`config.mk`:
```
export PLATFORM = sky130hd
export DESIGN_NAME = rho_rotate_engine
export DESIGN_NICKNAME = d
export VERILOG_FILES = /design/src/rtl/rho_rotate_engine.sv
export SDC_FILE = /design/constraint.sdc
export NUM_CORES = 1
export LEC_CHECK = 0
export CORE_AREA = 3 3 146 148
export DETAILED_ROUTE_END_ITERATION = 10
export DIE_AREA = 0 0 149 151
export PLACE_DENSITY_LB_ADDON = 0.2
export SLEW_MARGIN = 5
export SYNTH_ARGS = -nofsm -noshare
export SYNTH_HDL_FRONTEND = slang
export SYNTH_SLANG_ARGS = --single-unit
```
`constraint.sdc`:
```
create_clock -name clk -period 3.7 [get_ports clk]
set_input_delay 1.11 -clock clk [delete_from_list [all_inputs] [get_ports clk]]
set_output_delay 1.11 -clock clk [all_outputs]
set_load 0.01 [all_outputs]
```
`src/rtl/rho_rotate_engine.sv`:
```
// Rho-step lane rotator: streams NUM_LANES lanes through a 1-cycle-latency memory and writes each back rotated.
// Optional ROTATE_INVERSE_EN adds an 'inv' port selecting right (decode) rotation.
module rho_rotate_engine #(
  parameter int LANE_W    = 64,
  parameter int NUM_LANES = 25,
  parameter int ADDR_W    = 5
) (
  input  logic              clk,
  input  logic              rst,
  input  logic              start,
`ifdef ROTATE_INVERSE_EN
  input  logic              inv,
`endif
  output logic              busy,
  output logic              done,
  output logic              mem_rd_en,
  output logic [ADDR_W-1:0] mem_rd_addr,
  input  logic [LANE_W-1:0] mem_rd_data,
  output logic              mem_wr_en,
  output logic [ADDR_W-1:0] mem_wr_addr,
  output logic [LANE_W-1:0] mem_wr_data,
  output logic [1:0]        state_dbg
);

  localparam int SH_W = $clog2(LANE_W);

  localparam logic [1:0] ST_IDLE  = 2'd0;
  localparam logic [1:0] ST_RUN   = 2'd1;
  localparam logic [1:0] ST_FLUSH = 2'd2;

  localparam logic [ADDR_W-1:0] LAST_LANE = ADDR_W'(NUM_LANES - 1);

  // Memory strobes carry no backpressure: mem_rd_en with mem_rd_addr requests a lane whose data
  // must appear on mem_rd_data exactly one cycle later; mem_wr_en qualifies mem_wr_addr/mem_wr_data.

  logic [1:0]        state;
  logic [ADDR_W-1:0] lane_cnt;
  logic [SH_W-1:0]   shamt;
  logic [LANE_W-1:0] rotated;
`ifdef ROTATE_INVERSE_EN
  logic              inv_q;
`endif

  function automatic logic [SH_W-1:0] rho_offset(input logic [ADDR_W-1:0] lane);
    int unsigned r;
    r = 0;
    case (int'(lane))
      0:  r = 0;   1:  r = 1;   2:  r = 62;  3:  r = 28;  4:  r = 27;
      5:  r = 36;  6:  r = 44;  7:  r = 6;   8:  r = 55;  9:  r = 20;
      10: r = 3;   11: r = 10;  12: r = 43;  13: r = 25;  14: r = 39;
      15: r = 41;  16: r = 45;  17: r = 15;  18: r = 21;  19: r = 8;
      20: r = 18;  21: r = 2;   22: r = 61;  23: r = 56;  24: r = 14;
      default: r = 0;
    endcase
    return SH_W'(r % LANE_W);
  endfunction

  // The lane being written is the one read last cycle, so its offset is keyed by mem_wr_addr.
  always_comb begin
    shamt   = rho_offset(mem_wr_addr);
    rotated = LANE_W'(({mem_rd_data, mem_rd_data} << shamt) >> LANE_W);
`ifdef ROTATE_INVERSE_EN
    if (inv_q) rotated = LANE_W'({mem_rd_data, mem_rd_data} >> shamt);
`endif
  end

  assign mem_wr_data = mem_wr_en ? rotated : '0;
  assign mem_rd_addr = lane_cnt;
  assign busy        = (state != ST_IDLE);
  assign state_dbg   = state;

  always_ff @(posedge clk or negedge rst) begin
    if (!rst) begin
      state       <= ST_IDLE;
      lane_cnt    <= '0;
      done        <= 1'b0;
      mem_rd_en   <= 1'b0;
      mem_wr_en   <= 1'b0;
      mem_wr_addr <= '0;
`ifdef ROTATE_INVERSE_EN
      inv_q       <= 1'b0;
`endif
    end else begin
      mem_wr_en   <= mem_rd_en;
      mem_wr_addr <= mem_rd_addr;
      done        <= 1'b0;
      case (state)
        ST_IDLE: begin
          if (start && !done) begin
            state     <= ST_RUN;
            mem_rd_en <= 1'b1;
            lane_cnt  <= '0;
`ifdef ROTATE_INVERSE_EN
            inv_q     <= inv;
`endif
          end
        end
        ST_RUN: begin
          if (lane_cnt == LAST_LANE) begin
            state     <= ST_FLUSH;
            mem_rd_en <= 1'b0;
          end else begin
            lane_cnt <= lane_cnt + 1'b1;
          end
        end
        ST_FLUSH: begin
          state    <= ST_IDLE;
          done     <= 1'b1;
          lane_cnt <= '0;
        end
        default: state <= ST_IDLE;
      endcase
    end
  end

endmodule

```
==> run metrics, run 1 <==
Final Hold Fails=0; Startpoint Class=flop; area taken by flip-flops and latches=378 um2; global route overflow=0; remaining antenna violation count after routing=0; Crit. End Element=output pin; GP Congestion=roughly 1; Post-Route WL=about 32 mm; Syn Area/Cell=8.14 um2; TritonCTS Buffers=3; number of port buffers=146; dpl cells=~1.3k; Place WS=-1.11 ns; Synth Net Count=793; CTS Buffer Depth=2; Layout area overhead=106%; final slew viol count=0; Final period util=1.22; via count=approximately 8k; Detailed Routing Iterations Pass 1=5; Avg WL per Cell=approximately 23 um; category of the most critical setup path=flop to output pin; commonest non-fill, non-tap cell in the layout=buf_4; Worst-Skew Late Latency=roughly 0.24 ns; Crit path max-delay family=buffers and inverters; Multi-input gate area=approximately 0.007 mm2; CP arrival=~3.4 ns; Worst Tran Pin Value=around 0.67 ns; I/O pin total=roughly 150; Fill cells=1,728; GRT Overall Usage=0.265; Async S/R FF share, synth=1.00; vias in the first global route=7,908; layout cells sized above 1=0.632; CTS tree=done; Primary FF master, synth=dfrtp_1; cell mode on critical path=buf_4; Critical Path RT=between 2 and 3 ns; Die ar.=0.0225 mm2; WP buf/inv=7; Final min period=4.53 ns; Remaining DRCs=0; RSZ-0062 raised after global routing=true; worst hold stages=0; worst reg2reg path depth=6; H-tree depth=1; Nets=roughly 1.2k; Mapped Cells=718; Synth top area share=0.257; register clock-pin slew on the reported worst setup and hold paths=0.05 ns; Mapped Area=0.00585 mm2; crit-path cells=buf_4 > ha_1 > o211ai_1 > a31oi_4 > buf_12 > buf_4 > buf_6 > mux2i_4 > mux2_4 > mux2_4 > buf_4 > o22ai_2 > a211oi_2 > buf_4 > o22ai_2 > buf_2; commonest cells after routing, fill and taps aside=buf_4 (272), clkdlybuf4s50_1 (81), mux2i_4 (64); final setup violation count=64; min-delay src=mem_rd_en; final instance area=approximately 0.012 mm2; RR Startpoint=mem_rd_addr[0]; initial antenna violation count=0; Yosys reg bits=15; Inserted Diodes=0; f_max=221 MHz; Distinct cells, synth=70; slowest CP cell=dfrtp_2; EDFF count, synth=0; pin count of the biggest net entering global routing=46; Starting DRT DRC Count=676; row cnt=52; clock root cell=clkbuf_16; Clock Sinks=15; Avg Vias per Cell=5.86; Layout Cells excl Fill=1,394; critical path's largest stage delay=around 0.45 ns; global-route wire length before repair=47.2 mm; Die W=around 150 um; detailed placement HPWL=around 24 mm; violated checks=negative setup slack; area leader, netlist=mux2i_1; Initial Utilization=0.290; Hold Buf Count CTS=0; Worst Path Max Fanout=9; Core ar.=0.0202 mm2; maxcap violations=0; CP startpoint=mem_wr_addr[1]; Setup Skew=roughly 0.0011 ns; Slew HR=0.555; Placed Area=between 0.009 and 0.01 mm2; Synth warnings=0; sequential area share after synthesis=0.0642; HP Class=flop to flop; synth top area cells=mux2i_1 (26%), a22o_1 (9.6%), dfrtp_1 (6.4%), mux2_2 (6.0%), o22ai_1 (4.5%); fin worst setup slack=-0.828 ns; die height=about 150 um; status=finished with violations; CP Depth=16
==> Yosys cell counts, types with 3 or more instances <==
master,n
a2bb2oi_1,4
clkbuf_1,31
a211oi_1,6
o221a_2,6
buf_1,5
a21o_1,3
o22ai_1,42
o22a_1,3
nor3_1,11
a221o_1,4
nand2_1,58
inv_1,8
nor2_2,3
a22oi_1,24
a32o_1,4
and2_1,4
dfrtp_1,15
ha_1,8
o211ai_1,9
nand3_1,5
nor2b_1,4
nor2_1,32
a21oi_1,18
buf_6,12
o31ai_1,3
nand2b_1,5
mux2i_1,150
buf_2,14
a221oi_1,28
buf_4,9
o21ai_0,12
mux2_2,31
a22o_1,64
xor2_1,4
o221ai_1,9
o21ai_1,5
o2bb2ai_1,16
a221oi_2,9
==> sequential cells by signal (all words and copies together) (netlist names) <==
register,flops
mem_wr_en,1
mem_wr_addr,5
state_dbg,2
mem_rd_en,1
done,1
mem_rd_addr,5
==> stage by stage <==
stage | hold WS, ns | utilization | setup TNS [ns]
final | 0.427 | 0.597 | -46.76
after global routing | 0.438 | 0.597 | -53.99
after CTS | 0.436 | 0.558 | -47.73
after detailed placement | 0.421 | 0.491 | -63.38
after global placement | 0.416 | 0.491 | -63.45
after floorplan | 0.448 | - | -9.54
==> worst register-to-register path: cells and delay by family (launching register included) <==
family                   cells  cell delay, ns
multiplexers                 1            0.27
adder cells (fa/ha/maj)      1            0.19
buffers and inverters        1            0.07
AND/OR/NAND/NOR              3            0.56
flip-flops                   1            0.44
==> routing by layer <==
layer  routed length [um]  up-vias  GRT usage
met5                    0        -          0
met1                14800     3981      0.400
met2                13700      387      0.400
met3                 2470       50     0.0392
met4                  662        0     0.0549
li1                     -     3757          -
==> kinds of logic after synthesis <==
group,count (synthesis),synth area share
compound gates,288,0.401
simple gates,138,0.112
buf+inv,82,0.0796
xor+xnor,5,0.00749
fa+ha+maj,8,0.0171
mux,182,0.319
flops,15,0.0642
==> layout make-up <==
type                    count  share of cell area
flip-flops and latches     15              0.0314
well taps                 270              0.0281
repair buffers            474               0.340
multi-input cells         621               0.590
clock buffers               4             0.00655
inverters                  10             0.00332
==> worst paths after layout <==
check | to | slack, ns
worst max-delay path | mem_wr_data[26] | -0.83
worst min-delay path | mem_wr_en | 0.43
worst max register to register | mem_rd_addr[0] | 2.06
worst min register to register | mem_wr_en | 0.43
max in group asynchronous | mem_wr_addr[0] | 1.96
min in group asynchronous | mem_wr_addr[1] | 1.28
==> timing repair <==
| action | in CTS | in global routing |
|---|---|---|
| buffers inserted | 46 | 23 |
| cloned | 3 | 1 |
| endpoints found under the setup margin | 64 | 64 |
| resized for setup | 465 | 117 |
| pin swaps | 87 | 54 |
Power of run 1 is left out: the tool's default activity adds up to more than one toggle a clock period on the data nets, which glitch-free logic cannot reach.
==> run 2, diff against run 1 <==
--- a/config.mk
+++ b/config.mk
@@ -5,9 +5,9 @@
 export SDC_FILE = /design/constraint.sdc
 export NUM_CORES = 1
 export LEC_CHECK = 0
-export CORE_AREA = 3 3 146 148
+export CORE_AREA = 3 3 174 125
 export DETAILED_ROUTE_END_ITERATION = 10
-export DIE_AREA = 0 0 149 151
+export DIE_AREA = 0 0 177 128
 export PLACE_DENSITY_LB_ADDON = 0.2
 export SLEW_MARGIN = 5
 export SYNTH_ARGS = -nofsm -noshare
==> run 2 against run 1 <==
  * The flow still finishes with violations (negative setup slack)
  * Global-route usage decreased by 1.2 points
  * Critical path depth fell by 1
  * Critical endpoint is now mem_wr_data[53]
  * Non-clock buffer count up 12
  * Via count is 1.7% higher
  * Sequential share of layout area is essentially flat
  * Die area up 0.70%
  * Wire length shrank 1.2%
  * Clock skew about the same
  * Final area about the same
  * First-iteration DRC count increased by 20%
  * Worst hold slack improved by 0.015 ns
  * Count of clock-buffer cells in the layout unchanged
==> run metrics, run 2 (synthesis gave the netlist of run 1 again) <==
Final Hold Fails=0 (unchanged); number of port buffers=146 (unchanged); Startpoint Class=flop; critical path's largest stage delay=0.44 ns (about the same); commonest cells after routing, fill and taps aside=buf_4 (283), clkdlybuf4s50_1 (81), a22o_1 (63); status=finished with violations; Die W=177 um (+19%); category of the most critical setup path=flop to output pin; RSZ-0062 raised after global routing=true; pin count of the biggest net entering global routing=46 (unchanged); remaining antenna violation count after routing=0 (unchanged); Worst Tran Pin Value=0.653 ns (-0.0128 ns); layout cells sized above 1=0.618 (-0.0137); Clock Sinks=15 (unchanged); Layout area overhead=106% (about the same); H-tree depth=1 (unchanged); global route overflow=0 (unchanged); row cnt=43 (-17%); Fill cells=1,645 (-4.8%); Core ar.=0.0200 mm2 (-1.0%); Nets=1,212 (+1.0%); via count=8,317 (+1.7%); Avg Vias per Cell=5.92 (+0.87%); CP arrival=3.40 ns (-0.02 ns); Remaining DRCs=0 (unchanged); Final period util=1.22 (-0.00420); global-route wire length before repair=45.5 mm (-3.6%); dpl cells=1,324 (-0.075%); f_max=222 MHz (+0.34%); CTS tree=done; Fin Setup TNS=-44.50 ns (+2.26 ns); register clock-pin slew on the reported worst setup and hold paths=0.05 ns (about the same); GRT Overall Usage=0.253 (-0.0120); crit-path cells=ha_4 > or2_1 > a21o_1 > a21o_4 > buf_12 > buf_12 > mux2i_4 > mux2i_4 > buf_6 > mux2i_2 > a22o_1 > a221oi_4 > buf_4 > a22o_1 > buf_6; Initial Utilization=0.293 (+0.00303); Hold Buf Count CTS=0 (unchanged); violated checks=negative setup slack; Slew HR=0.563 (+0.00857); Detailed Routing Iterations Pass 1=5 (unchanged); clock root cell=clkbuf_16; Post-Route WL=31.2 mm (-1.2%); commonest non-fill, non-tap cell in the layout=buf_4; vias in the first global route=7,766 (-1.8%); Place WS=-1.05 ns (+0.0632 ns); GP Congestion=0.987 (+0.56%); fin worst setup slack=-0.813 ns (+0.0155 ns); Inserted Diodes=0 (unchanged); TritonCTS Buffers=3 (unchanged); Die ar.=0.0227 mm2 (+0.70%); maxcap violations=0 (unchanged); Layout Cells excl Fill=1,406 (+0.86%); die height=128 um (-15%); HP Class=flop to flop; Worst Path Max Fanout=7 (-2); Setup Skew=0.00113 ns (+0.0000591 ns); final setup violation count=64 (unchanged); Starting DRT DRC Count=813 (+20%); Crit. End Element=output pin; I/O pin total=147 (unchanged); Critical Path RT=2.59 ns (about the same); final slew viol count=0 (unchanged); slowest CP cell=dfrtp_2; initial antenna violation count=0 (unchanged); Worst-Skew Late Latency=0.24 ns (about the same); detailed placement HPWL=23.3 mm (-1.4%); CTS Buffer Depth=2 (unchanged); Final min period=4.51 ns (-0.0155 ns); Avg WL per Cell=22.2 um (-2.1%)
-- run 2: cell types whose count changed in the layout (fill, tap and decap cells not counted), sizes merged --
cell,change
clkdlybuf4s15,+2
dlygate4sd2,-2
buf,+12
dlymetal6s2s,+1
clkbuf,-1
-- run 2: critical path, delay by kind of cell (launching register included) --
kind / cells / cell delay [ns]
AND/OR/NAND/NOR: 1 / 0.20
buffers and inverters: 5 / 0.73
multiplexers: 3 / 0.50
AO/OA/AOI/OAI: 5 / 1.10
adder cells (fa/ha/maj): 1 / 0.18
flip-flops: 1 / 0.44
-- run 2: what timing repair did --
item	4_1_cts	5_1_grt
gates cloned	2	1
resized for setup	427	134
pin swaps	76	61
setup endpoints to repair	64	64
setup buffers	48	30
-- run 2: metal layers --
metal  vias up  track usage  share of wire
met5         -            0              0
met3        50       0.0255          0.075
li1       3781            -              -
met2       413        0.402           0.45
met1      4073        0.375           0.45
met4         0       0.0429          0.020
-- run 2: metrics by stage --
step	hold slack (ns)	util	instance area, um2
CTS	0.440	0.558	11100
floorplan	0.448	-	6310
finish	0.441	0.604	12100
global placement	0.424	0.496	9900
global route	0.455	0.604	12100
detailed placement	0.425	0.496	9900
-- run 2: final cells by class --
cell class                      instances  area (um2)  share of cell area
Inverter                               10        40.0             0.00332
Sequential cell                        15         379              0.0315
Clock buffer                            4        78.8             0.00654
Multi-Input combinational cell        621        7030               0.583
Timing Repair Buffer                  486        4190               0.348
Tap cell                              270         338              0.0280
-- run 2: final timing paths --
| path | from | end | slack (ns) | cells past startpoint |
|---|---|---|---|---|
| setup / recovery | mem_wr_addr[0] | mem_wr_data[53] | -0.81 | 15 |
| hold / removal | mem_rd_en | mem_wr_en | 0.44 | 0 |
| setup reg to reg | mem_rd_addr[0] | mem_rd_addr[3] | 2.01 | 7 |
| hold reg to reg | mem_rd_en | mem_wr_en | 0.44 | 0 |
| max in group asynchronous | rst | mem_wr_addr[1] | 1.97 | 1 |
| min in group asynchronous | rst | mem_rd_addr[2] | 1.27 | 1 |
Power of run 2 is left out for the same reason.
==> run 3, diff against run 2 <==
--- a/config.mk
+++ b/config.mk
@@ -5,9 +5,9 @@
 export SDC_FILE = /design/constraint.sdc
 export NUM_CORES = 1
 export LEC_CHECK = 0
-export CORE_AREA = 3 3 174 125
+export CORE_AREA = 3 3 138 100
 export DETAILED_ROUTE_END_ITERATION = 10
-export DIE_AREA = 0 0 177 128
+export DIE_AREA = 0 0 141 103
 export PLACE_DENSITY_LB_ADDON = 0.2
 export SLEW_MARGIN = 5
 export SYNTH_ARGS = -nofsm -noshare
==> run 3 against run 2 <==
  * The run now fails in global routing
  * Synthesized cell count unchanged
  * Synthesized area unchanged
==> run metrics, run 3 <==
die height=103 um (-20%); pin count of the biggest net entering global routing=46; Exit stage=global routing; number of port buffers=146 (unchanged); Synth Net Count=793 (unchanged); Async S/R FF share, synth=1.00 (unchanged); Yosys reg bits=15 (unchanged); Mapped Area=0.00585 mm2 (unchanged); Clock Sinks=15 (unchanged); status=aborted with a tool error; most common cell in the synthesized netlist=mux2i_1; area leader, netlist=mux2i_1; CTS Buffer Depth=2 (unchanged); I/O pin total=147 (unchanged); H-tree depth=1 (unchanged); Hold Buf Count CTS=0 (unchanged); Mapped Cells=718 (unchanged); EDFF count, synth=0 (unchanged); TritonCTS Buffers=3 (unchanged); most common library cells after synthesis=mux2i_1 (150), a22o_1 (64), nand2_1 (58); Synth top area share=0.257 (unchanged); clock root cell=clkbuf_16; worst endpoint type=top-level output; row cnt=34 (-21%); sequential area share after synthesis=0.0642 (unchanged); Syn Area/Cell=8.14 um2 (unchanged); GRT Overall Usage=0.960; GP Congestion=1.09 (+11%); Synth warnings=0 (unchanged); Worst Endpoint after GRT Repair=mem_wr_data[41]; global route overflow=about 1,000; Initial Utilization=0.469 (+0.176); Primary FF master, synth=dfrtp_1; Distinct cells, synth=70 (unchanged); synth top area cells=mux2i_1 (26%), a22o_1 (9.6%), dfrtp_1 (6.4%), mux2_2 (6.0%), o22ai_1 (4.5%); detailed placement HPWL=22.5 mm (-3.3%); Die W=141 um (-20%); Err=[ERROR GRT-0232] Routing congestion too high. Check the congestion heatmap in the GUI.
==> run 3: cell counts after synthesis <==
Identical to the previous run, type by type.
==> run 3: kinds of logic after synthesis <==
family                     count (synthesis)  synth area share
xor gates and xnor gates                   5           0.00749
muxes                                    182             0.319
buffers and inverters                     82            0.0796
and+or+nand+nor                          138             0.112
AOI/OAI and AO/OA                        288             0.401
adders and majority gates                  8            0.0171
DFF                                       15            0.0642
==> run 3: stage by stage <==
step / instances / worst slack, ns / area (um2) / utilization / hold WS (ns)
2_1_floorplan: 718 / -0.213 / 6310 / - / 0.448
3_3_place_gp: 1187 / -0.982 / 9590 / 0.769 / 0.410
3_5_place_dp: 1187 / -1.09 / 9590 / 0.769 / 0.411
4_1_cts: 1251 / -0.805 / 11000 / 0.885 / 0.434
==> run 3: timing repair <==
item / CTS
setup endpoints to repair: 64
gates cloned: 2
pin swaps: 92
buffers inserted: 58
resized for setup: 452
==> run 3: per-layer routing <==
metal / GRT usage / GRT overflow
met5: 0.493 / 1
met3: 0.767 / 19
met2: 1.19 / 603
met4: 1.18 / 350
met1: 0.857 / 10
==> run 4, diff against run 3 <==
--- a/config.mk
+++ b/config.mk
@@ -5,10 +5,10 @@
 export SDC_FILE = /design/constraint.sdc
 export NUM_CORES = 1
 export LEC_CHECK = 0
-export CORE_AREA = 3 3 138 100
+export CORE_AREA = 3 3 125 127
 export DETAILED_ROUTE_END_ITERATION = 10
-export DIE_AREA = 0 0 141 103
-export PLACE_DENSITY_LB_ADDON = 0.2
+export DIE_AREA = 0 0 128 130
+export PLACE_DENSITY_LB_ADDON = 0.15
 export SLEW_MARGIN = 5
 export SYNTH_ARGS = -nofsm -noshare
 export SYNTH_HDL_FRONTEND = slang
==> constraint.sdc (replaced) <==
create_clock -name clk -period 4.8 [get_ports clk]
set_input_delay 1.44 -clock clk [delete_from_list [all_inputs] [get_ports clk]]
set_output_delay 1.44 -clock clk [all_outputs]
set_load 0.01 [all_outputs]
==> run 4 against run 3 <==
  * The flow now finishes, with violations (negative setup slack)
==> run metrics, run 4 (synthesis gave the netlist of run 1 again) <==
Die ar.=about 0.017 mm2; CP arrival=between 4 and 5 ns; GP Congestion=0.980 (-10%); Inserted Diodes=0; slowest CP cell=mux2i_1; crit-path cells=dlygate4sd2_1 > mux2i_4 > mux2i_1 > buf_4 > mux2_4 > buf_6 > o22ai_2 > a221oi_2 > a22o_1 > buf_2; register clock-pin slew on the reported worst setup and hold paths=approximately 0.050 ns; layout cells sized above 1=0.609; CP Depth=10; final slew viol count=0; commonest non-fill, non-tap cell in the layout=buf_4; Crit path max-delay family=buffers and inverters; Critical Path RT=around 3.4 ns; TritonCTS Buffers=3 (unchanged); I/O pin total=147 (unchanged); min-delay src=mem_rd_en; Avg WL per Cell=just over 30 um; clock root cell=clkbuf_16; final setup violation count=64; critical path's largest stage delay=slightly below 0.7 ns; Starting DRT DRC Count=between 1k and 1.5k; CTS tree=done; Initial Utilization=0.402 (-0.0668); vias in the first global route=8,506; Slew HR=0.452; maxcap violations=0; remaining antenna violation count after routing=0; die height=130 um (+26%); initial antenna violation count=1; Worst-Skew Late Latency=between 0.2 and 0.25 ns; pin count of the biggest net entering global routing=46; detailed placement HPWL=22.6 mm (+0.20%); category of the most critical setup path=input pin to output pin; Clock Sinks=15 (unchanged); Post-Route WL=between 30 and 40 mm; Nets=approximately 1.2k; worst hold stages=0; fin worst setup slack=-0.762 ns; global-route wire length before repair=a little over 50 mm; final instance area=between 0.01 and 0.015 mm2; CP startpoint=mem_rd_data[11]; Placed Area=0.00883 mm2 (-7.9%); H-tree depth=1 (unchanged); RR Startpoint=mem_rd_addr[0]; Final Hold Fails=0; WP buf/inv=4; Final min period=~5.6 ns; row cnt=44 (+29%); number of port buffers=146 (unchanged); Crit. End Element=output pin; status=finished with violations; Detailed Routing Iterations Pass 1=8; Setup Skew=0.00342 ns; Worst Tran Pin Value=around 0.8 ns; Final period util=1.16; Core ar.=0.0145 mm2; Worst Path Max Fanout=3; Remaining DRCs=0; Startpoint Class=input pin; worst reg2reg path depth=7; commonest cells after routing, fill and taps aside=buf_4 (211), mux2i_4 (73), dlygate4sd2_1 (63), buf_2 (63), a22o_1 (61); Layout Cells excl Fill=roughly 1.3k; Die W=128 um (-9.2%); Layout area overhead=102%; r2r setup slk=roughly 3.1 ns; dpl cells=1,175 (-1.0%); CTS Buffer Depth=2 (unchanged); GRT Overall Usage=0.384; Hold Buf Count CTS=0 (unchanged); f_max=around 180 MHz; Avg Vias per Cell=between 7 and 8; global route overflow=0; via count=roughly 9.2k; HP Class=flop to flop; RSZ-0062 raised after global routing=true; violated checks=negative setup slack
[run 4: cell type report]
| type | count | area [um2] |
|---|---|---|
| tap | 184 | 230 |
| inverter | 10 | 40.0 |
| clock buffer | 3 | 75.1 |
| sequential | 15 | 378 |
| multi-input combinational | 621 | 7160 |
| timing repair buffer | 439 | 3890 |
| clock inverter | 1 | 7.51 |
| fill | 821 | 2750 |
[run 4: worst paths after layout]
check | to
min in group asynchronous | state_dbg[1]
setup / recovery | mem_wr_data[43]
setup reg to reg | mem_rd_addr[4]
hold / removal | mem_wr_en
max in group asynchronous | mem_wr_addr[0]
hold reg to reg | mem_wr_en
[run 4: through the flow]
stage | hold slack (ns) | util | worst slack [ns] | TNS [ns]
6_report | 0.439 | 0.811 | -0.762 | -18.34
5_1_grt | 0.446 | 0.811 | -0.730 | -20.06
4_1_cts | 0.437 | 0.745 | -0.0721 | -0.639
3_5_place_dp | 0.412 | 0.608 | -0.634 | -35.12
3_3_place_gp | 0.415 | 0.608 | -0.625 | -34.91
2_1_floorplan | 0.448 | - | 0.274 | 0
[run 4: per-layer routing]
layer / up-vias / wire [um] / global-route usage
met2: 888 / 16600 / 0.617
met3: 244 / 4940 / 0.0622
met5: - / 10 / 0
li1: 3677 / - / -
met4: 2 / 2850 / 0.134
met1: 4356 / 14600 / 0.523
[run 4: repair_timing]
action                     CTS  global route
setup endpoints to repair   64            64
pin swaps                   76            75
gates cloned                 5             1
gates resized for setup    605           161
setup buffers               67            28
[run 4: worst reg2reg max path, delay by kind of cell, from the launching register on]
kind | cells | cell delay, ns
XOR/XNOR | 1 | 0.18
adder cells (fa/ha/maj) | 1 | 0.19
buffers and inverters | 1 | 0.07
flip-flops | 1 | 0.44
AND/OR/NAND/NOR | 4 | 0.67
Power of run 4 is left out for the same reason.
